File: src/rtl/cam_capture.sv
// Camera pixel capture: oversamples the sensor bus, assembles RGB565 pixels, writes them linearly into the frame buffer.
// Optional 2:1 decimation in both axes when CAM_CAPTURE_DECIM_EN is defined.
module cam_capture #(
  parameter int H_ACTIVE = 640,
  parameter int V_ACTIVE = 480,
  parameter int ADDR_W   = 19
) (
  input  logic              clk,
  input  logic              rstn,
  input  logic              cam_pclk,
  input  logic              cam_vsync,
  input  logic              cam_href,
  input  logic [7:0]        cam_d,
  input  logic              capture_en,
  output logic              wr_en,
  output logic [ADDR_W-1:0] wr_addr,
  output logic [15:0]       wr_data,
  output logic              frame_done,
  output logic [7:0]        frame_cnt,
  output logic              line_err
);

  // Counters get headroom above the active size so over-long lines saturate instead of wrapping.
  localparam int XW = $clog2(H_ACTIVE + 2) + 1;
  localparam int YW = $clog2(V_ACTIVE + 2) + 1;

  localparam logic [XW-1:0]     H_LIM  = XW'(H_ACTIVE);
  localparam logic [XW-1:0]     X_MAX  = '1;
  localparam logic [YW-1:0]     V_LIM  = YW'(V_ACTIVE);
  localparam logic [YW-1:0]     Y_MAX  = '1;
  localparam logic [ADDR_W-1:0] H_STEP = ADDR_W'(H_ACTIVE);
  localparam logic [ADDR_W-1:0] H_HALF = ADDR_W'(H_ACTIVE / 2);

  typedef enum logic [1:0] {IDLE, WAIT_VS, ACTIVE} state_t;

  state_t state, state_nxt;

  logic [2:0] pclk_sr, vs_sr, href_sr;
  logic [7:0] d_s1, d_s2, d_hist;

  logic pclk_pos_q, href_rise_q, href_fall_q, vs_rise_q, vs_fall_q;

  logic [XW-1:0]     x_cnt;
  logic [YW-1:0]     y_cnt;
  logic [ADDR_W-1:0] line_base;
  logic              phase;
  logic [7:0]        hi_byte;

  logic              phase_eff;
  logic              in_range;
  logic              wr_ok;
  logic [ADDR_W-1:0] pix_addr;
  logic [ADDR_W-1:0] line_step;

  // Bit 0 and 1 are the synchronizer pair, bit 2 the history flop; data shares the same depth.
  always_ff @(posedge clk or negedge rstn) begin
    if (!rstn) begin
      pclk_sr <= '0;
      vs_sr   <= '0;
      href_sr <= '0;
      d_s1    <= '0;
      d_s2    <= '0;
      d_hist  <= '0;
    end else begin
      pclk_sr <= {pclk_sr[1:0], cam_pclk};
      vs_sr   <= {vs_sr[1:0], cam_vsync};
      href_sr <= {href_sr[1:0], cam_href};
      d_s1    <= cam_d;
      d_s2    <= d_s1;
      d_hist  <= d_s2;
    end
  end

  // Edge flags are registered, which lines them up with href_sr[2] and d_hist.
  always_ff @(posedge clk or negedge rstn) begin
    if (!rstn) begin
      pclk_pos_q  <= 1'b0;
      href_rise_q <= 1'b0;
      href_fall_q <= 1'b0;
      vs_rise_q   <= 1'b0;
      vs_fall_q   <= 1'b0;
    end else begin
      pclk_pos_q  <= (pclk_sr[2:1] == 2'b01);
      href_rise_q <= (href_sr[2:1] == 2'b01);
      href_fall_q <= (href_sr[2:1] == 2'b10);
      vs_rise_q   <= (vs_sr[2:1] == 2'b01);
      vs_fall_q   <= (vs_sr[2:1] == 2'b10);
    end
  end

  always_ff @(posedge clk or negedge rstn) begin
    if (!rstn) state <= IDLE;
    else       state <= state_nxt;
  end

  always_comb begin
    state_nxt = state;
    case (state)
      IDLE:    if (capture_en) state_nxt = WAIT_VS;
      WAIT_VS: begin
        if (!capture_en)    state_nxt = IDLE;
        else if (vs_fall_q) state_nxt = ACTIVE;
      end
      ACTIVE:  if (vs_rise_q) state_nxt = capture_en ? WAIT_VS : IDLE;
      default: state_nxt = IDLE;
    endcase
  end

  always_comb begin
    phase_eff = href_rise_q ? 1'b0 : phase;
    in_range  = (x_cnt < H_LIM) && (y_cnt < V_LIM);
`ifdef CAM_CAPTURE_DECIM_EN
    wr_ok     = in_range && !x_cnt[0] && !y_cnt[0];
    pix_addr  = line_base + ADDR_W'(x_cnt >> 1);
    line_step = y_cnt[0] ? '0 : H_HALF;
`else
    wr_ok     = in_range;
    pix_addr  = line_base + ADDR_W'(x_cnt);
    line_step = H_STEP;
`endif
  end

  // A vsync rise ends the frame outright, so a partial line in flight is neither counted nor checked.
  always_ff @(posedge clk or negedge rstn) begin
    if (!rstn) begin
      wr_en      <= 1'b0;
      wr_addr    <= '0;
      wr_data    <= '0;
      frame_done <= 1'b0;
      frame_cnt  <= '0;
      line_err   <= 1'b0;
      x_cnt      <= '0;
      y_cnt      <= '0;
      line_base  <= '0;
      phase      <= 1'b0;
      hi_byte    <= '0;
    end else begin
      wr_en      <= 1'b0;
      frame_done <= 1'b0;
      if (state != WAIT_VS && state_nxt == WAIT_VS) line_err <= 1'b0;
      if (state != ACTIVE) begin
        x_cnt     <= '0;
        y_cnt     <= '0;
        line_base <= '0;
        phase     <= 1'b0;
      end else if (vs_rise_q) begin
        frame_done <= 1'b1;
        frame_cnt  <= frame_cnt + 8'd1;
        x_cnt      <= '0;
        y_cnt      <= '0;
        line_base  <= '0;
        phase      <= 1'b0;
      end else begin
        if (href_rise_q) phase <= 1'b0;
        if (pclk_pos_q && href_sr[2]) begin
          if (!phase_eff) begin
            hi_byte <= d_hist;
            phase   <= 1'b1;
          end else begin
            phase <= 1'b0;
            if (wr_ok) begin
              wr_en   <= 1'b1;
              wr_addr <= pix_addr;
              wr_data <= {hi_byte, d_hist};
            end
            if (x_cnt != X_MAX) x_cnt <= x_cnt + 1'b1;
          end
        end
        if (href_fall_q) begin
          if (x_cnt != H_LIM) line_err <= 1'b1;
          if (y_cnt < V_LIM)  line_base <= line_base + line_step;
          if (y_cnt != Y_MAX) y_cnt <= y_cnt + 1'b1;
          x_cnt <= '0;
          phase <= 1'b0;
        end
      end
    end
  end

endmodule
File: config.mk
export PLATFORM = sky130hd
export DESIGN_NAME = cam_capture
export DESIGN_NICKNAME = d
export VERILOG_FILES = /design/src/rtl/cam_capture.sv
export SDC_FILE = /design/constraint.sdc
export NUM_CORES = 1
export LEC_CHECK = 0
export ABC_AREA = 1
export CORE_ASPECT_RATIO = 1.2
export CORE_MARGIN = 1
export CORE_UTILIZATION = 30
export DETAILED_ROUTE_END_ITERATION = 10
export GPL_TIMING_DRIVEN = 0
export PLACE_DENSITY = 0.59
export SKIP_LAST_GASP = 1
export SLEW_MARGIN = 20
export SYNTH_ARGS = -nofsm -noshare
export SYNTH_HDL_FRONTEND = slang
export SYNTH_SLANG_ARGS = --single-unit
File: constraint.sdc
create_clock -name clk -period 1.6 [get_ports clk]
set_input_delay 0.32 -clock clk [delete_from_list [all_inputs] [get_ports clk]]
set_output_delay 0.32 -clock clk [all_outputs]
set_load 0.03 [all_outputs]
==> flow_summary.toml, run 1 <==
[drt]
ant_nets = 0
num_vias = 4384
wl_met2_um = 6320
top_layer_used = "met4"
drtPass1Iterations = 4
wl_met1_um = 5570
drtIter0Drc = 241
wl_per_cell_um = 13.0
via_per_inst = 4.52
drt_wl_total_um = 12600
drcViolationCount = 0
wl_met3_um = 464

[worst_setup_path]
crit_family = "simple AND/OR/NAND/NOR gates"
reg2reg_setup_slack_ns = 0.02
cp.depth = 10
worstPathArrival_ns = 1.93
endpoint = "wr_addr[12]"
critPathBufInv = 2
path_max_fanout = 3
critPathSlowestCell = "dfrtp_2"
required_ns = 1.95
crit_path_start_kind = "flip-flop"
worstReg2RegEnd = "wr_addr[12]"
worstSetupPathType = "reg2reg"
rr_worst_depth = 10
cp_cell_sequence = "ha_4 -> nand2_1 -> nand2_2 -> inv_2 -> o21bai_2 -> nand2_2 -> buf_4 -> nand3_1 -> nand3_1 -> nand2_1"
rr_startpoint = "x_cnt[8]"
critPathCaptureType = "flip-flop"
cpPeakStageDelay_ns = 0.43
cp-startpoint = "x_cnt[8]"

[place]
place_congestion = 0.812
place_inst = 910
dp_hpwl_um = 8450
place_area_mm2 = 0.00650
io_buffers = 59

[finish]
mostFrequentLayoutCell = "nand2_1"
final_util = 0.408
antennaDiodeCount = 0
final_area_mm2 = 0.00744
instances_no_fill = 969
synthToLayoutAreaGrowth_pct = 32.9
final_cell_mix = "nand2_1 (164), dfrtp_1 (120), inv_1 (70), dlygate4sd2_1 (43), nor2_1 (40)"
drive_gt1_frac = 0.176
fin_nets = 757
fill_cells = 1872

[timing]
period_share = 0.987
final.setup_skew_ns = 0.00492
drv_slew = 0
fin_crit_ns = 1.58
setup_violations = 0
rsz0062_at_grt = "true"
hold_violations = 0
max_freq_ghz = 0.633

[logic_synthesis]
yosys.area_share.xor_xnor = 0.0297
synth_top_family_by_area = "simple AND/OR/NAND/NOR gates"
ys_seq_elements = 128
yosys.area_share.simple = 0.237
synth_compound_area_frac = 0.0755
ys_warn_count = 0
synth_adder_area_share = 0.0223
synth.net_count = 650
synth_area_per_cell_um2 = 8.95
synthesis.area_mm2 = 0.00560
ys_types = 30
synth_cells = 626
muxShareOfSynthArea = 0
yosysSeqAreaShare = 0.572

[pwr]
p_leak_nw = 3.55
peakVddDrop_v = 0.000696
power_w = 0.00764
powerDensity_mw_per_mm2 = 1030

[floorplan]
io_pins = 60
fp.dieW_um = 127
die_h_um = 152
start_util = 0.307
dieArea_mm2 = 0.0192
rows = 54
fp.coreArea_mm2 = 0.0182

[flow_run]
maxCapViolations = 0

[global_routing]
grt.overflow.total = 0
antenna_found_initial = 0
grt_pass1_vias = 4248
grt_pass1_wl_um = 21100
grt_usage = 0.142
grt_max_degree = 68

[clock_tree]
cts_sinks = 128
path_clk_slew_ns = 0.06
cts_max_level = 4
cts_buffer_depth = 2
cts_inserted_buffers = 17
cts-root-buf = "clkbuf_16"
cts_tree = "yes"
clock_latency_ns = 0.41

[min_path]
hold_path_class = "in2reg"

[status]
status = "finished clean"
-- cells by family after synthesis --
logic type / after synthesis
buffers and inverters: 87
other: 1
adders and majority gates: 10
xor gates and xnor gates: 19
AOI/OAI and AO/OA: 83
DFF: 128
and+or+nand+nor: 298
-- worst min-delay path by stage --
stage,slack (ns),endpoint,start,depth (start not counted)
floorplan,0.02,d_hist[0],rstn,0
global placement,0.33,d_s2[0],d_s1[0],0
detailed placement,0.29,d_hist[5],rstn,1
CTS,0.32,href_sr[0],cam_href,1
global route,0.33,vs_sr[0],cam_vsync,1
finish,0.34,d_s1[5],cam_d[5],1
-- sequential cells by signal (all words and copies together), names as in the netlist, 8 cells and up --
register / count
d_hist: 8
d_s1: 8
d_s2: 8
frame_cnt: 8
hi_byte: 8
line_base: 12
wr_addr: 19
wr_data: 16
x_cnt: 11
y_cnt: 10
-- routing by layer --
metal  vias to the layer above  global-route usage
met5                         -                   0
met1                      2063               0.172
li1                       2213                   -
met2                        86               0.242
met3                        22              0.0309
met4                         0              0.0661
-- area by class of cell --
| cell class | instances | area [µm²] | share of cell area |
|---|---|---|---|
| clock inverters | 12 | 133 | 0.0178 |
| multi-input cells | 411 | 2170 | 0.291 |
| plain buffers | 9 | 88.8 | 0.0119 |
| clock buffers | 19 | 453 | 0.0609 |
| well taps | 224 | 280 | 0.0377 |
| repair buffers | 89 | 805 | 0.108 |
| inverters | 77 | 304 | 0.0409 |
| flip-flops and latches | 128 | 3210 | 0.432 |
-- synth_stat cells, drive strengths merged --
library cell | number | area [µm²]
nand2 | 184 | 734
dfrtp | 128 | 3200
inv | 77 | 292
o21ai | 54 | 270
nor2 | 53 | 243
nand3 | 38 | 203
a21oi | 26 | 130
nand4 | 12 | 75.1
xor2 | 12 | 105
buf | 10 | 62.6
ha | 10 | 125
nor3 | 8 | 50.1
xnor2 | 7 | 61.3
and2 | 2 | 12.5
o31ai | 2 | 15.0
conb | 1 | 3.75
nor3b | 1 | 7.51
o21bai | 1 | 7.51
-- report_power, final --
part	total, W	switching (W)	internal, W
combinational	0.000395	0.000247	0.000148
clock	0.00380	0.00143	0.00237
sequential	0.00344	0.0000788	0.00336
-- repair_timing --
item                                   in CTS  in global routing
gates resized for setup                    64                 48
setup buffers                              11                 15
setup endpoints to repair                  95                 72
pin swaps                                   4                 14
hold buffers                                1                  0
cloned                                      0                  2
endpoints found under the hold margin      61                  0
-- per-stage QoR --
step / hold WS (ns) / setup slack (ns) / setup TNS [ns]
detailed placement: 0.289 / -0.220 / -2.25
floorplan: 0.0244 / 0.00572 / 0
global route: 0.326 / -0.0577 / -0.797
finish: 0.338 / 0.0203 / 0
CTS: 0.320 / 0.00306 / 0
global placement: 0.332 / -5.05 / -646.87
(Power assumes the default switching activity.)
==> inputs of run 2 (changes only) <==
--- a/config.mk
+++ b/config.mk
@@ -6,6 +6,7 @@
 export NUM_CORES = 1
 export LEC_CHECK = 0
 export ABC_AREA = 1
+export CAP_MARGIN = 20
 export CORE_ASPECT_RATIO = 1.2
 export CORE_MARGIN = 1
 export CORE_UTILIZATION = 30
==> results of run 2 <==
Final layout, timing and power as in run 1 (identical DEF).
